File: config.mk
export PLATFORM = sky130hd
export DESIGN_NAME = face_instr_issue
export DESIGN_NICKNAME = d
export VERILOG_FILES = /design/src/rtl/face_issue_pkg.sv /design/src/rtl/face_instr_fifo.sv /design/src/rtl/face_instr_issue.sv
export SDC_FILE = /design/constraint.sdc
export NUM_CORES = 1
export LEC_CHECK = 0
export ABC_AREA = 1
export CORE_ASPECT_RATIO = 0.7
export CORE_MARGIN = 2
export CORE_UTILIZATION = 30
export DETAILED_ROUTE_END_ITERATION = 8
export DONT_BUFFER_PORTS = 1
export SLEW_MARGIN = 25
export SYNTH_ARGS = -nofsm -noshare
export SYNTH_HDL_FRONTEND = slang
export SYNTH_HIERARCHICAL = 1
export SYNTH_SLANG_ARGS = --single-unit
File: constraint.sdc
create_clock -name clk -period 6.7 [get_ports clk]
set_clock_uncertainty 0.15 [all_clocks]
set_input_delay 0.67 -clock clk [delete_from_list [all_inputs] [get_ports clk]]
set_output_delay 0.67 -clock clk [all_outputs]
set_load 0.1 [all_outputs]
File: src/rtl/face_issue_pkg.sv
// Shared constants, run-state encoding and opcode classification for the
// FACE fetch/decode/issue front end.
package face_issue_pkg;

    localparam logic [6:0] SYSOPCODE = 7'h73;
    localparam logic [6:0] SHAOPCODE = 7'h0B;

    localparam int SYS_BIT = 2;
    localparam int SHA_BIT = 1;

    // Class masks are produced at this width and sliced to NUNITS by users.
    localparam int OP_MASK_W = 8;

    localparam int MAX_INSTR_W = 64;
    localparam logic [MAX_INSTR_W-1:0] NOP_INSTR  = '1;
    localparam logic [MAX_INSTR_W-1:0] HALT_INSTR = '0;

    typedef enum logic [1:0] {
        IDLE  = 2'd0,
        RUN   = 2'd1,
        DRAIN = 2'd2,
        DONE  = 2'd3
    } state_t;

    function automatic logic [OP_MASK_W-1:0] op_class(input logic [6:0] opcode);
        logic [OP_MASK_W-1:0] mask;
        mask = '0;
        if (opcode == SYSOPCODE) mask[SYS_BIT] = 1'b1;
        if (opcode == SHAOPCODE) mask[SHA_BIT] = 1'b1;
        return mask;
    endfunction

endpackage

File: src/rtl/face_instr_fifo.sv
// Prefetch FIFO: accepts 0..LANES instructions per cycle (lane 0 of push_data
// is the MSB slice and is stored first), pops one per cycle, exposes the head.
// Pointers carry an extra wrap bit so count = wr_ptr - rd_ptr covers full.
module face_instr_fifo #(
    parameter int W     = 32,
    parameter int LANES = 2,
    parameter int DEPTH = 8,
    localparam int AW    = $clog2(DEPTH),
    localparam int PTR_W = AW + 1
) (
    input  logic                 clk,
    input  logic                 rst_n,
    input  logic                 flush,
    input  logic [PTR_W-1:0]     push_cnt,
    input  logic [LANES*W-1:0]   push_data,
    input  logic                 pop,
    output logic [W-1:0]         head,
    output logic [PTR_W-1:0]     count
);

    logic [W-1:0]     mem [DEPTH];
    logic [PTR_W-1:0] wr_ptr;
    logic [PTR_W-1:0] rd_ptr;

    // Pointer update; flush empties the FIFO for a fresh run.
    always_ff @(posedge clk or negedge rst_n) begin
        if (!rst_n) begin
            wr_ptr <= '0;
            rd_ptr <= '0;
        end else if (flush) begin
            wr_ptr <= '0;
            rd_ptr <= '0;
        end else begin
            wr_ptr <= wr_ptr + push_cnt;
            if (pop) rd_ptr <= rd_ptr + PTR_W'(1);
        end
    end

    // Storage write, lane 0 at the current write pointer.
    always_ff @(posedge clk) begin
        if (!flush) begin
            for (int l = 0; l < LANES; l++) begin
                if (PTR_W'(l) < push_cnt)
                    mem[wr_ptr[AW-1:0] + AW'(l)] <= push_data[(LANES-1-l)*W +: W];
            end
        end
    end

    assign head  = mem[rd_ptr[AW-1:0]];
    assign count = wr_ptr - rd_ptr;

endmodule

File: src/rtl/face_instr_issue.sv
// Fetch/decode/issue front end: credit-based ROM fetch into the prefetch FIFO,
// in-order single issue with per-class busy stall and a one-cycle shadow.
//
//   state | meaning
//   IDLE  | after reset, waiting for start
//   RUN   | fetching and issuing
//   DRAIN | HALT consumed, waiting for units and shadow to clear
//   DONE  | finished, done held high until next start
module face_instr_issue
    import face_issue_pkg::*;
#(
    parameter int INSTR_W    = 32,
    parameter int FETCH_W    = 64,
    parameter int ADDR_W     = 32,
    parameter int NUNITS     = 4,
    parameter int FIFO_DEPTH = 8
) (
    input  logic               clk,
    input  logic               rst_n,
    input  logic               start,
    input  logic [ADDR_W-1:0]  start_pc,
    output logic [ADDR_W-1:0]  rom_addr,
    output logic               rom_ren,
    input  logic [FETCH_W-1:0] rom_rdata,
    input  logic [NUNITS-1:0]  unit_busy,
    output logic [INSTR_W-1:0] instr_e,
    output logic               instr_valid,
    output logic               running,
    output logic               done,
    output logic [31:0]        stall_cnt
);

    localparam int LANES = FETCH_W / INSTR_W;
    localparam int PTR_W = $clog2(FIFO_DEPTH) + 1;
    localparam logic [ADDR_W-1:0]  STEP = ADDR_W'(FETCH_W / 8);
    localparam logic [INSTR_W-1:0] NOP  = NOP_INSTR[INSTR_W-1:0];
    localparam logic [INSTR_W-1:0] HALT = HALT_INSTR[INSTR_W-1:0];

    state_t                 state, state_nx;
    logic [ADDR_W-1:0]      fetch_ptr;
    logic                   rd_pend;
    logic                   halt_seen;
    logic                   halt_in_word;
    logic [PTR_W-1:0]       push_cnt;
    logic [PTR_W-1:0]       fifo_count;
    logic [PTR_W-1:0]       free_slots;
    logic                   credit_ok;
    logic [INSTR_W-1:0]     head;
    logic [OP_MASK_W-1:0]   cls_wide;
    logic [NUNITS-1:0]      classmask;
    logic [NUNITS-1:0]      shadow;
    logic                   fifo_empty, head_is_halt, blocked;
    logic                   can_issue, fifo_pop, stall_now, start_go;

    face_instr_fifo #(
        .W     (INSTR_W),
        .LANES (LANES),
        .DEPTH (FIFO_DEPTH)
    ) u_fifo (
        .clk       (clk),
        .rst_n     (rst_n),
        .flush     (start_go),
        .push_cnt  (push_cnt),
        .push_data (rom_rdata),
        .pop       (fifo_pop),
        .head      (head),
        .count     (fifo_count)
    );

    // Returned word: push lanes up to and including the first HALT, drop the rest.
    always_comb begin
        push_cnt     = '0;
        halt_in_word = 1'b0;
        if (state == RUN && rd_pend && !halt_seen) begin
            push_cnt = PTR_W'(LANES);
            for (int l = 0; l < LANES; l++) begin
                if (!halt_in_word && rom_rdata[(LANES-1-l)*INSTR_W +: INSTR_W] == HALT) begin
                    halt_in_word = 1'b1;
                    push_cnt     = PTR_W'(l + 1);
                end
            end
        end
    end

    // A word in flight already owns LANES slots, so it is charged before a new request.
    assign free_slots = PTR_W'(FIFO_DEPTH) - fifo_count;
    assign credit_ok  = rd_pend ? (free_slots >= PTR_W'(2 * LANES))
                                : (free_slots >= PTR_W'(LANES));
    assign rom_ren    = (state == RUN) && !halt_seen && !halt_in_word && credit_ok;
    assign rom_addr   = fetch_ptr;

    assign cls_wide     = op_class(head[6:0]);
    assign classmask    = cls_wide[NUNITS-1:0];
    assign fifo_empty   = (fifo_count == '0);
    assign head_is_halt = (head == HALT);
    assign blocked      = |(classmask & (unit_busy | shadow));
    assign can_issue    = (state == RUN) && !fifo_empty && !head_is_halt && !blocked;
    assign fifo_pop     = can_issue || ((state == RUN) && !fifo_empty && head_is_halt);
    assign stall_now    = (state == RUN) && !fifo_empty && !head_is_halt && blocked;
    assign start_go     = start && (state == IDLE || state == DONE);
    assign running      = (state == RUN) || (state == DRAIN);

    // Run-control state register.
    always_ff @(posedge clk or negedge rst_n) begin
        if (!rst_n) state <= IDLE;
        else        state <= state_nx;
    end

    // Run-control next state.
    always_comb begin
        state_nx = state;
        unique case (state)
            IDLE, DONE: if (start) state_nx = RUN;
            RUN:        if (!fifo_empty && head_is_halt) state_nx = DRAIN;
            DRAIN:      if (unit_busy == '0 && shadow == '0) state_nx = DONE;
            default:    state_nx = IDLE;
        endcase
    end

    // Fetch pointer, outstanding read and end-of-program tracking.
    always_ff @(posedge clk or negedge rst_n) begin
        if (!rst_n) begin
            fetch_ptr <= '0;
            rd_pend   <= 1'b0;
            halt_seen <= 1'b0;
        end else if (start_go) begin
            fetch_ptr <= start_pc;
            rd_pend   <= 1'b0;
            halt_seen <= 1'b0;
        end else begin
            rd_pend <= rom_ren;
            if (rom_ren) fetch_ptr <= fetch_ptr + STEP;
            if (halt_in_word) halt_seen <= 1'b1;
        end
    end

    // Issue register; shadow covers the cycle before the unit can raise busy.
    always_ff @(posedge clk or negedge rst_n) begin
        if (!rst_n) begin
            instr_e     <= NOP;
            instr_valid <= 1'b0;
            shadow      <= '0;
        end else if (can_issue) begin
            instr_e     <= head;
            instr_valid <= 1'b1;
            shadow      <= classmask;
        end else begin
            instr_e     <= NOP;
            instr_valid <= 1'b0;
            shadow      <= '0;
        end
    end

    // Stall counter and done flag, both cleared by an accepted start.
    always_ff @(posedge clk or negedge rst_n) begin
        if (!rst_n) begin
            stall_cnt <= '0;
            done      <= 1'b0;
        end else if (start_go) begin
            stall_cnt <= '0;
            done      <= 1'b0;
        end else begin
            if (stall_now && stall_cnt != '1) stall_cnt <= stall_cnt + 32'd1;
            if (state == DRAIN && state_nx == DONE) done <= 1'b1;
        end
    end

endmodule
# ---- Word-level counts from Yosys, hierarchy flattened
# Memories as Yosys holds them, arrays and structs flattened.
# Index checks and enable logic that the tools add are counted.
dict set report op_classes {
  addsub 7
  order_cmp 4
  n_eq_ne 7
  n_mux 35
  bitwise 2
  reduce_logical 39
}
# op n
set ops {}
lappend ops {{$mux W32} 5}
lappend ops {{$logic_not A32 Y1} 3}
lappend ops {{$add A32 B1 Y32 const B} 1}
lappend ops {{$add A32 B4 Y32 const B} 1}
lappend ops {{$ne A32 B32 Y1 const B} 1}
lappend ops {{$mux W4} 5}
lappend ops {{$mux W1} 19}
lappend ops {{$logic_and A1 B1 Y1} 16}
lappend ops {{$logic_not A4 Y1} 3}
lappend ops {{$reduce_bool A2 Y1} 5}
lappend ops {{$lt A1 B4 Y1 const A} 2}
lappend ops {{$mux W2} 4}
lappend ops {{$eq A7 B4 Y1 const B} 1}
lappend ops {{$eq A7 B7 Y1 const B} 1}
lappend ops {{$eq A2 B2 Y1 const B} 3}
lappend ops {{$logic_not A1 Y1} 6}
lappend ops {{$pmux W2 S3} 1}
lappend ops {{$add A4 B1 Y4 const B} 1}
lappend ops {{$add A4 B4 Y4} 1}
lappend ops {{$and A3 B4 Y4} 1}
lappend ops {{$ge A4 B2 Y1 const B} 1}
lappend ops {{$ge A4 B3 Y1 const B} 1}
lappend ops {{$or A4 B4 Y4} 1}
lappend ops {{$reduce_or A4 Y1} 1}
lappend ops {{other kinds (8)} 10}
dict set report totals {
  regBits 114
  ramBits 256
  out_inout_bits 100
  memories 1
}
# memory depth width read_ports rd_ports_with_merged_regs wr line
set mem_list {}
lappend mem_list {u_fifo.mem 8 32 1 0 2 face_instr_fifo.sv:21} ;# logic [W-1:0] mem [DEPTH];

# ---- Depth between registers and ports, before layout
# Gate-level depths: netlist of the first run.
dict set report depth {
  ltp_word 13
  mapped_depth 25
  depth_no_buf 22
}

# ---- By module
# Netlist of the first run, hierarchy kept.
# module instances cells_each area_per_inst_um2 seq_area_each_um2
set by_module_without_submodules {}
lappend by_module_without_submodules {face_instr_fifo 1 1875 15421.0 7887.6}
lappend by_module_without_submodules {face_instr_issue 1 858 6406.1 2642.5}

# ---- Worst setup path after synthesis of the first run
# No wires, ideal clock.
dict set report synth_path {
  path_type {input port to flip-flop}
  from {input port rom_rdata[33]}
  to {memory u_fifo.mem[7][0], enable pin}
  setup_time_ps 466
  arrival_ps 4111
  required_ps 6084
  slack_ps 1974
  stages 10
  n_path_buf 1
  cell_sequence {nor2_1 -> nand4_1 -> nand3b_1 -> nor2_1 -> nor3_1 -> inv_1 -> nand2_1 -> nand3_4 -> buf_2 -> o21ai_0}
}
# element line
set synth_rtl {}
lappend synth_rtl {{start, declared} face_instr_issue.sv:24} ;# input logic [FETCH_W-1:0] rom_rdata,
lappend synth_rtl {{end, declared} face_instr_fifo.sv:21}

# ---- Final worst setup path of the first run
dict set report layout_path {
  from {register u_fifo.rd_ptr[2]}
  to {output port rom_ren}
}
dict set report layout_via {
  elab_chain_cells 5
  word_cells_on_any_way 6
  classes_between {2 x add/sub; 2 x order compare; 1 x mux; 1 x reduce/logical}
}
# element line
set layout_rtl {}
lappend layout_rtl {{start, declared} face_instr_fifo.sv:23} ;# logic [PTR_W-1:0] rd_ptr;
lappend layout_rtl {{start signal, assigned} face_instr_fifo.sv:35} ;# if (pop) rd_ptr <= rd_ptr + PTR_W'(1);
lappend layout_rtl {{$sub A4 B4 Y4 *} face_instr_fifo.sv:50} ;# assign count = wr_ptr - rd_ptr;
lappend layout_rtl {{via fifo_count[3]} face_instr_issue.sv:45} ;# logic [PTR_W-1:0] fifo_count;
lappend layout_rtl {{$sub A4 B4 Y4 *} face_instr_issue.sv:86} ;# assign free_slots = PTR_W'(FIFO_DEPTH) - fifo_count;
lappend layout_rtl {{$ge A4 B2 Y1 / $ge A4 B3 Y1 (equally long branches)} {face_instr_issue.sv:88, face_instr_issue.sv:87}}
lappend layout_rtl {{$mux W1 *} face_instr_issue.sv:87} ;# assign credit_ok = rd_pend ? (free_slots >= PTR_W'(2 * LANES))
lappend layout_rtl {{$logic_and A1 B1 Y1 *} face_instr_issue.sv:89} ;# assign rom_ren = (state == RUN) && !halt_seen && !halt_in_word && credit_ok;
lappend layout_rtl {{end, declared} face_instr_issue.sv:23} ;# output logic rom_ren,
# Mark *: on every way through the listed nets, which the timed path passes. The rest lies on a longest branch.

==> results.sh, run 1 <==
export IMPL_rsz0062_at_grt="no"
export IMPL_path_class="register to primary output"
export IMPL_synth_edf_count=256
export IMPL_cp_depth=12
export IMPL_reg2regPathDepth=23
export IMPL_setup_violations_final=0
export IMPL_drtPass1Iterations=6
export IMPL_wl_met1_um=32600
export IMPL_ys_seq_area_share_pct=48.2
export IMPL_die_w_um=326
export IMPL_yosys_warnings=6
export IMPL_initial_core_util_pct=30.4
export IMPL_synth_cell_types=50
export IMPL_dr_max_layer_used="met4"
export IMPL_cts_sinks=368
export IMPL_ir_drop_v=0.000344
export IMPL_post_place_ws_ns=2.05
export IMPL_p_leak_nw=9.67
export IMPL_rrSetupSlack_ns=2.04
export IMPL_die_y_um=230
export IMPL_crit_path_end_kind="primary output"
export IMPL_port_buffer_count=0
export IMPL_setup_tns_final_ns=0
export IMPL_setup_ws_ns=1.65
export IMPL_pin_count=203
export IMPL_min_path_type="input pin to register"
export IMPL_overflow=0
export IMPL_crit_buf_inv=5
export IMPL_drt_iter0_drc=1971
export IMPL_maxCapViolCount=0
export IMPL_cts_clk_slew_worst_paths_ns=0.06
export IMPL_synth_avg_cell_area_um2=7.99
export IMPL_critPathMaxStageDelay_ns=0.66
export IMPL_crit_chain="buf_4, clkinv_1, ha_1, nand3_1, and2_1, xor2_1, inv_1, nand4_1, a41oi_1, nand2_4, inv_1, buf_4"
export IMPL_wl_per_cell_um=19.9
export IMPL_crit_path_start_kind="register"
export IMPL_core_area_um2=71800
export IMPL_wl_met2_um=31300
export IMPL_max_freq_mhz=198
export IMPL_holdPathEnd="rom_addr[0]"
export IMPL_cts_buffers_inserted=43
export IMPL_routed_wl_um=72100
export IMPL_area_growth_pct=11.1
export IMPL_syn_inst=2733
export IMPL_synthArstFlopShare_pct=30.4
export IMPL_layout_nets=2749
export IMPL_hpwl_um=44700
export IMPL_grt_pass1_wl_um=109000
export IMPL_r2r_end="u_fifo/rd_ptr[3]"
export IMPL_dr_total_vias=18100
export IMPL_whs_path_depth=2
export IMPL_track_usage_pct=18.7
export IMPL_gp_congestion=0.869
export IMPL_cp_required_ns=5.88
export IMPL_slowest_stage="clkinv_1"
export IMPL_clk_path_buf_depth=3
export IMPL_cts_tree="built"
export IMPL_hold_violations=0
export IMPL_place_area_um2=22700
export IMPL_final_area_um2=24200
export IMPL_period_minus_slack_ns=5.05
export IMPL_grt_pass1_vias=16700
export IMPL_grt_antenna_before_repair=2
export IMPL_cts_root_buf="clkbuf_16"
export IMPL_drive_above_1_share_pct=8.19
export IMPL_powerDensity_nw_per_um2=514
export IMPL_std_cell_rows=82
export IMPL_grt_max_degree=113
export IMPL_synthesis_area_um2=21800
export IMPL_r2r_start="u_fifo/rd_ptr[0]"
export IMPL_clk_latency_ns=0.59
export IMPL_cts_max_level=2
export IMPL_critPathMaxFanout=33
export IMPL_slew_headroom_pct=26.3
export IMPL_finalCritPeriodShare_pct=75.4
export IMPL_worst_pin_slew_ns=1.11
export IMPL_worstPathArrival_ns=4.23
export IMPL_drcViolationCount=0
export IMPL_power_mw=12.5
export IMPL_viasPerCell=5.00
export IMPL_cpLargestDelayFamily="buffers and inverters"
export IMPL_final_antenna_net_count=0
export IMPL_wl_met3_um=6640
export IMPL_synth_flop_cell="edfxtp_1"
export IMPL_min_from="start_pc[0]"
export IMPL_dieArea_um2=75000
export IMPL_slew_viol_final=0
export IMPL_outcome="finished, final reports clean"
export IMPL_ys_seq_elements=368
synthesized netlist by cell type, drive strengths merged (2+ instances only):
master  count  area (um^2)
nand2    1057         4030
nor2      292         1140
o21bai    258         1940
edfxtp    256         7690
o21ai     161          851
inv       110          413
buf       108          567
nand3      94          503
clkbuf     86          352
dfrtp      80         2000
nor3       39          216
xor2       37          324
dfstp      32          841
or2        29          181
nand4      19          134
xnor2      17          149
ha         13          163
nor4       12         75.1
o31ai      11         82.6
a21oi       5         25.0
and2        3         21.3
a21o        2         15.0
clkinv      2         7.51
fa          2         40.0
how the worst max path moves through the flow:
stage,from,endpoint
floorplan,rom_rdata[33],u_fifo/mem[7][0]
global placement,rom_rdata[51],u_fifo/mem[2][2]
detailed placement,rom_rdata[51],u_fifo/mem[4][27]
CTS,u_fifo/rd_ptr[2],rom_ren
global route,u_fifo/rd_ptr[2],rom_ren
finish,u_fifo/rd_ptr[2],rom_ren
worst register-to-register path: cells and delay by family (launching register included):
family                 cells  cell delay [ns]
AND/OR/NAND/NOR           18             2.17
AO/OA/AOI/OAI              1             0.10
buffers and inverters      4             1.75
flip-flops                 1             0.41
per-layer routing:
layer / vias to the layer above / global-route usage (%)
met5: - / 0
met4: 0 / 5.03
met3: 93 / 4.24
met2: 745 / 27.9
met1: 8582 / 27.3
li1: 8710 / -
state kept, by name (all words and copies together), names as in the netlist:
| register | flops |
|---|---|
| state | 2 |
| u_fifo/wr_ptr | 4 |
| rom_addr | 32 |
| stall_cnt | 32 |
| shadow | 2 |
| u_fifo/mem | 256 |
| done | 1 |
| instr_e | 32 |
| u_fifo/rd_ptr | 4 |
| rd_pend | 1 |
| halt_seen | 1 |
| instr_valid | 1 |
repair_timing:
action,4_1_cts,5_1_grt
hold buffers,2,0
resized for setup,0,0
hold endpoints to repair,112,0
buffers inserted,0,0
placed cells by master (no fill, tap or decap), types with 5 or more instances in the layout:
| cell | synthesis | routed |
|---|---|---|
| nand2_1 | 1038 | 1037 |
| nor2_1 | 278 | 278 |
| o21bai_1 | 258 | 258 |
| edfxtp_1 | 256 | 256 |
| o21ai_0 | 122 | 121 |
| inv_1 | 99 | 98 |
| nand3_1 | 89 | 89 |
| dfrtp_1 | 80 | 78 |
| clkbuf_16 | 0 | 45 |
| xor2_1 | 37 | 37 |
| nor3_1 | 36 | 36 |
| dfstp_2 | 32 | 32 |
| buf_4 | 5 | 29 |
| or2_1 | 27 | 27 |
| o21ai_1 | 27 | 20 |
| nand4_1 | 18 | 18 |
| nand2_2 | 16 | 17 |
| xnor2_1 | 17 | 17 |
| ha_1 | 13 | 13 |
| nor4_1 | 12 | 12 |
| o21ai_2 | 12 | 12 |
| inv_2 | 11 | 11 |
| o31ai_1 | 11 | 11 |
| buf_16 | 0 | 10 |
| nor2_4 | 1 | 9 |
| clkbuf_1 | 63 | 9 |
| clkinv_1 | 2 | 8 |
| o21ai_4 | 0 | 8 |
| clkinv_2 | 0 | 6 |
| nor2_2 | 13 | 5 |
| a21oi_1 | 5 | 5 |
area by class of cell:
type	count	area (um^2)
Inverter	112	423
Fill cell	7489	47600
Clock buffer	56	1190
Tap cell	966	1210
Sequential cell	368	10500
Timing Repair Buffer	44	569
Multi-Input combinational cell	2062	10100
Antenna cell	1	2.50
Clock inverter	20	198
kinds of logic (layout without fill, tap and decap cells):
family,Yosys count,in the layout,synth area share (%)
AOI/OAI and AO/OA,441,441,13.6
xor gates and xnor gates,54,54,2.17
adders and majority gates,15,15,0.929
buffers and inverters,306,232,6.13
DFF,368,368,48.2
other,1,5,0.0172
and+or+nand+nor,1548,1548,28.9
power breakdown:
| part | leakage, nW | switching, mW | internal (mW) |
|---|---|---|---|
| Combinational | 5.23 | 3.63 | 1.29 |
| Sequential | 3.76 | 1.81 | 3.36 |
| Clock | 0.674 | 1.01 | 1.37 |
stage by stage:
step           std cells  hold WS (ns)  utilization (%)
5_1_grt             3629        0.0386             33.8
6_report            3629        0.0531             33.8
3_5_place_dp        3544         0.226             31.6
2_1_floorplan       2736         0.224                -
3_3_place_gp        3537         0.227             31.3
4_1_cts             3622        0.0149             33.6
Note: power is estimated with default switching activity, not from simulation.
==> run 2: changes to the inputs <==
==> constraint.sdc (replaced) <==
create_clock -name clk -period 4.2 [get_ports clk]
set_clock_uncertainty 0.15 [all_clocks]
set_input_delay 0.42 -clock clk [delete_from_list [all_inputs] [get_ports clk]]
set_output_delay 0.42 -clock clk [all_outputs]
set_load 0.1 [all_outputs]
==> run 2 against run 1 <==
Against the previous run: power is 64% higher; sequential cell count unchanged; global-route usage rose by 0.78 points; highest routed layer unchanged; critical path type unchanged; die area unchanged.
==> results.sh, run 2 (same netlist as run 1, synthesis figures left out) <==
export IMPL_slew_headroom_pct=28.5
export IMPL_dp_cells=3612
export IMPL_die_w_um=326
export IMPL_outcome="finished, final reports clean"
export IMPL_cts_tree="built"
export IMPL_stdcell_count=3763
export IMPL_grt_max_degree=113
export IMPL_track_usage_pct=19.5
export IMPL_holdWs_ns=0.0576
export IMPL_layout_nets=2881
export IMPL_setup_tns_final_ns=0
export IMPL_crit_path_start_kind="register"
export IMPL_path_class="register to primary output"
export IMPL_die_y_um=230
export IMPL_final_antenna_net_count=0
export IMPL_drtPass1Iterations=6
export IMPL_cp_required_ns=3.63
export IMPL_std_cell_rows=82
export IMPL_finalCritPeriodShare_pct=95.9
export IMPL_powerDensity_nw_per_um2=803
export IMPL_final_common_cell="nand2_1"
export IMPL_overflow=0
export IMPL_dieArea_um2=75000
export IMPL_dr_total_vias=18800
export IMPL_cts_buffers_inserted=44
export IMPL_core_area_um2=71800
export IMPL_clk_latency_ns=0.60
export IMPL_grt_pass1_wl_um=113000
export IMPL_period_minus_slack_ns=4.03
export IMPL_grt_pass1_vias=17600
export IMPL_maxCapViolCount=0
export IMPL_hold_violations=0
export IMPL_min_path_type="input pin to register"
export IMPL_port_buffer_count=0
export IMPL_cts_sinks=368
export IMPL_max_freq_mhz=248
export IMPL_setup_violations_final=0
export IMPL_viasPerCell=5.00
export IMPL_gp_congestion=0.868
export IMPL_worst_pin_slew_ns=1.07
export IMPL_initial_core_util_pct=30.4
export IMPL_cts_clk_slew_worst_paths_ns=0.06
export IMPL_routed_wl_um=74400
export IMPL_rrSetupSlack_ns=0.49
export IMPL_wl_per_cell_um=19.8
export IMPL_largest_reg_flops=256
export IMPL_cts_root_buf="clkbuf_16"
export IMPL_drt_iter0_drc=2035
export IMPL_grt_antenna_before_repair=3
export IMPL_cts_max_level=2
export IMPL_ir_drop_v=0.000490
export IMPL_final_cell_mix="nand2_1, nor2_1, o21bai_1, edfxtp_1, o21ai_0"
export IMPL_slew_viol_final=0
export IMPL_rsz0062_at_grt="no"
export IMPL_area_growth_pct=16.8
export IMPL_crit_path_end_kind="primary output"
export IMPL_clk_path_buf_depth=3
export IMPL_hpwl_um=45800
export IMPL_cts_setup_buffers=0
export IMPL_drcViolationCount=0
export IMPL_pin_count=203
export IMPL_critPathMaxFanout=76
export IMPL_drive_above_1_share_pct=10.2
export IMPL_worstPathArrival_ns=3.46
export IMPL_p_leak_nw=10.3
-- run 2: layout make-up --
class | count | area [um^2]
multi-input combinational | 2062 | 10100
tap | 966 | 1210
antenna | 1 | 2.50
timing repair buffer | 175 | 1820
fill | 7384 | 46300
clock buffer | 65 | 1250
clock inverter | 14 | 145
sequential | 368 | 10500
inverter | 112 | 422
-- run 2: metal layers --
layer | wire length [um] | global-route usage [%]
met1 | 33300 | 28.8
met2 | 32100 | 28.9
met3 | 6880 | 3.53
met4 | 2150 | 5.98
met5 | 0 | 0
-- run 2: worst max-delay path, cell delays in order, from the launching register on --
cell and delay, ns:
dfrtp_4 0.49, buf_12 0.36, ha_1 0.23, inv_1 0.06, fa_1 0.50, inv_1 0.06
ha_1 0.23, xor2_1 0.16, a41oi_1 0.33, nand2_4 0.13, inv_1 0.11, buf_12 0.18
-- run 2: worst paths after layout --
kind | startpoint | endpoint | cells past startpoint
max | u_fifo/rd_ptr[0] | rom_ren | 11
min | unit_busy[2] | done | 5
max reg2reg | u_fifo/rd_ptr[1] | instr_e[12] | 17
min reg2reg | halt_seen | halt_seen | 2
max in group asynchronous | rst_n | u_fifo/rd_ptr[0] | 2
min in group asynchronous | rst_n | rom_addr[21] | 2
-- run 2: through the flow --
stage | cell area (um^2) | setup WS [ns] | util [%] | power, mW
2_1_floorplan | 21800 | 0.155 | - | 13.7
3_3_place_gp | 23200 | 0.575 | 32.3 | 16.4
3_5_place_dp | 23400 | 0.539 | 32.5 | 16.6
4_1_cts | 25500 | 0.120 | 35.4 | 20.6
5_1_grt | 25500 | 0.000497 | 35.5 | 21.7
6_report | 25500 | 0.170 | 35.5 | 20.5
-- run 2: what timing repair did --
action,in CTS,in global routing
endpoints found under the hold margin,401,0
gates resized for setup,0,0
hold buffers,69,0
-- run 2: report_power, final --
| part | switching (mW) | internal, mW | total, mW | leakage, nW |
|---|---|---|---|---|
| Clock | 1.61 | 2.19 | 3.80 | 0.687 |
| Sequential | 1.55 | 5.38 | 6.94 | 3.76 |
| Combinational | 7.27 | 2.46 | 9.73 | 5.86 |
| Total | 10.4 | 10.0 | 20.5 | 10.3 |
==> run 3: changes to the inputs <==
--- a/config.mk
+++ b/config.mk
@@ -7,10 +7,10 @@
 export LEC_CHECK = 0
 export ABC_AREA = 1
 export CORE_ASPECT_RATIO = 0.7
-export CORE_MARGIN = 2
 export CORE_UTILIZATION = 30
 export DETAILED_ROUTE_END_ITERATION = 8
 export DONT_BUFFER_PORTS = 1
+export GPL_TIMING_DRIVEN = 0
 export SLEW_MARGIN = 25
 export SYNTH_ARGS = -nofsm -noshare
 export SYNTH_HDL_FRONTEND = slang
==> run 3 against run 2 <==
Against the previous run: non-clock buffer count rose by 70; sequential share of layout area is 0.11 points higher; via count is 3.2% higher; register-to-register slack worse by 0.16 ns; cell area shrank 0.23%; count of clock-buffer cells in the layout down 3; wire length rose by 7.4%; critical path depth fell by 1; setup slack improved by 0.068 ns; power up 2.9%; cell count increased by 1.9%; critical endpoint unchanged; largest power group unchanged.
==> results.sh, run 3 (same netlist as run 1, synthesis figures left out) <==
export IMPL_holdWs_ns=0.0474
export IMPL_core_area_um2=71800
export IMPL_p_leak_nw=10.3
export IMPL_min_path_type="input pin to register"
export IMPL_final_cell_mix="nand2_1, nor2_1, o21bai_1, edfxtp_1, o21ai_0"
export IMPL_period_minus_slack_ns=3.96
export IMPL_ir_drop_v=0.000369
export IMPL_slew_viol_final=0
export IMPL_rsz0062_at_grt="yes"
export IMPL_reg2regPathDepth=11
export IMPL_initial_core_util_pct=30.4
export IMPL_post_place_ws_ns=-0.493
export IMPL_cts_root_buf="clkbuf_16"
export IMPL_drt_iter0_drc=2187
export IMPL_max_freq_mhz=252
export IMPL_cts_clk_slew_worst_paths_ns=0.07
export IMPL_finalCritPeriodShare_pct=94.3
export IMPL_pin_count=203
export IMPL_grt_antenna_before_repair=1
export IMPL_largest_reg_flops=256
export IMPL_worst_pin_slew_ns=1.13
export IMPL_die_y_um=228
export IMPL_grt_pass1_vias=18000
export IMPL_r2r_start="state[0]"
export IMPL_wl_per_cell_um=20.9
export IMPL_crit_path_start_kind="register"
export IMPL_fin_util_pct=35.4
export IMPL_dr_total_vias=19400
export IMPL_drive_above_1_share_pct=11.7
export IMPL_holdPathEnd="done"
export IMPL_clk_path_buf_depth=3
export IMPL_min_from="unit_busy[2]"
export IMPL_die_w_um=324
export IMPL_critPathMaxFanout=11
export IMPL_final_common_cell="nand2_1"
export IMPL_cts_tree="built"
export IMPL_cts_max_level=2
export IMPL_setup_violations_final=0
export IMPL_slew_headroom_pct=24.7
export IMPL_routed_wl_um=80000
export IMPL_dieArea_um2=73900
export IMPL_grt_pass1_wl_um=117000
export IMPL_track_usage_pct=21.0
export IMPL_layout_nets=2950
export IMPL_place_area_um2=23500
export IMPL_grt_max_degree=113
export IMPL_drtPass1Iterations=5
export IMPL_outcome="finished, final reports clean"
export IMPL_hpwl_um=58300
export IMPL_powerDensity_nw_per_um2=827
export IMPL_area_growth_pct=16.6
export IMPL_clk_latency_ns=0.61
export IMPL_final_area_um2=25400
export IMPL_cp_required_ns=3.63
export IMPL_worstPathArrival_ns=3.39
export IMPL_hold_violations=0
export IMPL_rrSetupSlack_ns=0.33
export IMPL_viasPerCell=5.07
export IMPL_final_antenna_net_count=0
export IMPL_drcViolationCount=0
export IMPL_r2r_end="u_fifo/mem[5][30]"
export IMPL_setup_ws_ns=0.238
export IMPL_cts_sinks=368
export IMPL_overflow=0
export IMPL_setup_tns_final_ns=0
export IMPL_whs_path_depth=5
export IMPL_crit_path_end_kind="primary output"
export IMPL_port_buffer_count=0
export IMPL_cts_buffers_inserted=43
export IMPL_maxCapViolCount=0
export IMPL_path_class="register to primary output"
export IMPL_gp_congestion=0.929
export IMPL_std_cell_rows=82
-- run 3: cell count changes in the layout (fill, tap and decap cells not counted), moves of 6 or more --
cell and delta:
nor2_2 +8, buf_1 +12, nor2_4 -7, buf_16 +8
buf_6 +6, buf_4 -78, dlygate4sd3_1 -32, clkbuf_4 +11
buf_2 +74, clkbuf_2 +36, buf_12 -13, clkbuf_1 +45
-- run 3: worst max path at each step --
stage	to	cells past startpoint	start	slack [ns]
2_1_floorplan	u_fifo/mem[0][0]	10	state[0]	0.16
3_3_place_gp	u_fifo/mem[0][18]	10	state[0]	-2.21
3_5_place_dp	rom_ren	13	u_fifo/rd_ptr[2]	-0.49
4_1_cts	u_fifo/rd_ptr[3]	24	u_fifo/rd_ptr[1]	0.006
5_1_grt	u_fifo/rd_ptr[3]	23	u_fifo/rd_ptr[0]	-0.01
6_report	rom_ren	10	u_fifo/rd_ptr[1]	0.24
-- run 3: cell type report --
| type | instances | area, um^2 |
|---|---|---|
| Clock inverter | 18 | 189 |
| Fill cell | 7507 | 46400 |
| Timing Repair Buffer | 55 | 836 |
| Sequential cell | 368 | 10500 |
| Inverter | 112 | 430 |
| Antenna cell | 1 | 2.50 |
| Buffer | 190 | 956 |
| Clock buffer | 62 | 1210 |
| Multi-Input combinational cell | 2062 | 10100 |
| Tap cell | 966 | 1210 |
-- run 3: stage by stage --
stage,instances,power [mW]
2_1_floorplan,2736,13.7
3_3_place_gp,3702,16.6
3_5_place_dp,3717,17.0
4_1_cts,3832,20.9
5_1_grt,3833,22.2
6_report,3834,21.1
-- run 3: where the power goes --
group	internal [mW]	total (mW)	switching, mW
clock network	2.10	3.77	1.67
logic	2.59	9.01	6.43
registers	5.35	8.28	2.93
-- run 3: routing by layer --
layer | vias to the layer above | GRT usage (%) | part of all wire (%)
met5 | - | 0 | 0
li1 | 9117 | - | -
met2 | 1022 | 30.4 | 41
met1 | 9173 | 31.2 | 45
met3 | 117 | 4.45 | 11
met4 | 0 | 6.24 | 2.4
-- run 3: repair_timing --
| action | 4_1_cts | 5_1_grt |
|---|---|---|
| setup endpoints to repair | 22 | 58 |
| setup buffers | 0 | 3 |
| endpoints found under the hold margin | 145 | 0 |
| pin swaps | 0 | 3 |
| hold buffers | 37 | 0 |
| resized for setup | 18 | 27 |
-- run 3: critical path: stages, from the launching register on --
cell        delay (ns)
dfrtp_1           0.40
inv_1             0.16
clkbuf_4          0.26
clkbuf_4          0.27
fa_1              0.46
inv_1             0.09
ha_1              0.25
xor2_1            0.16
a41oi_1           0.18
nand2_4           0.13
clkinvlp_4        0.42
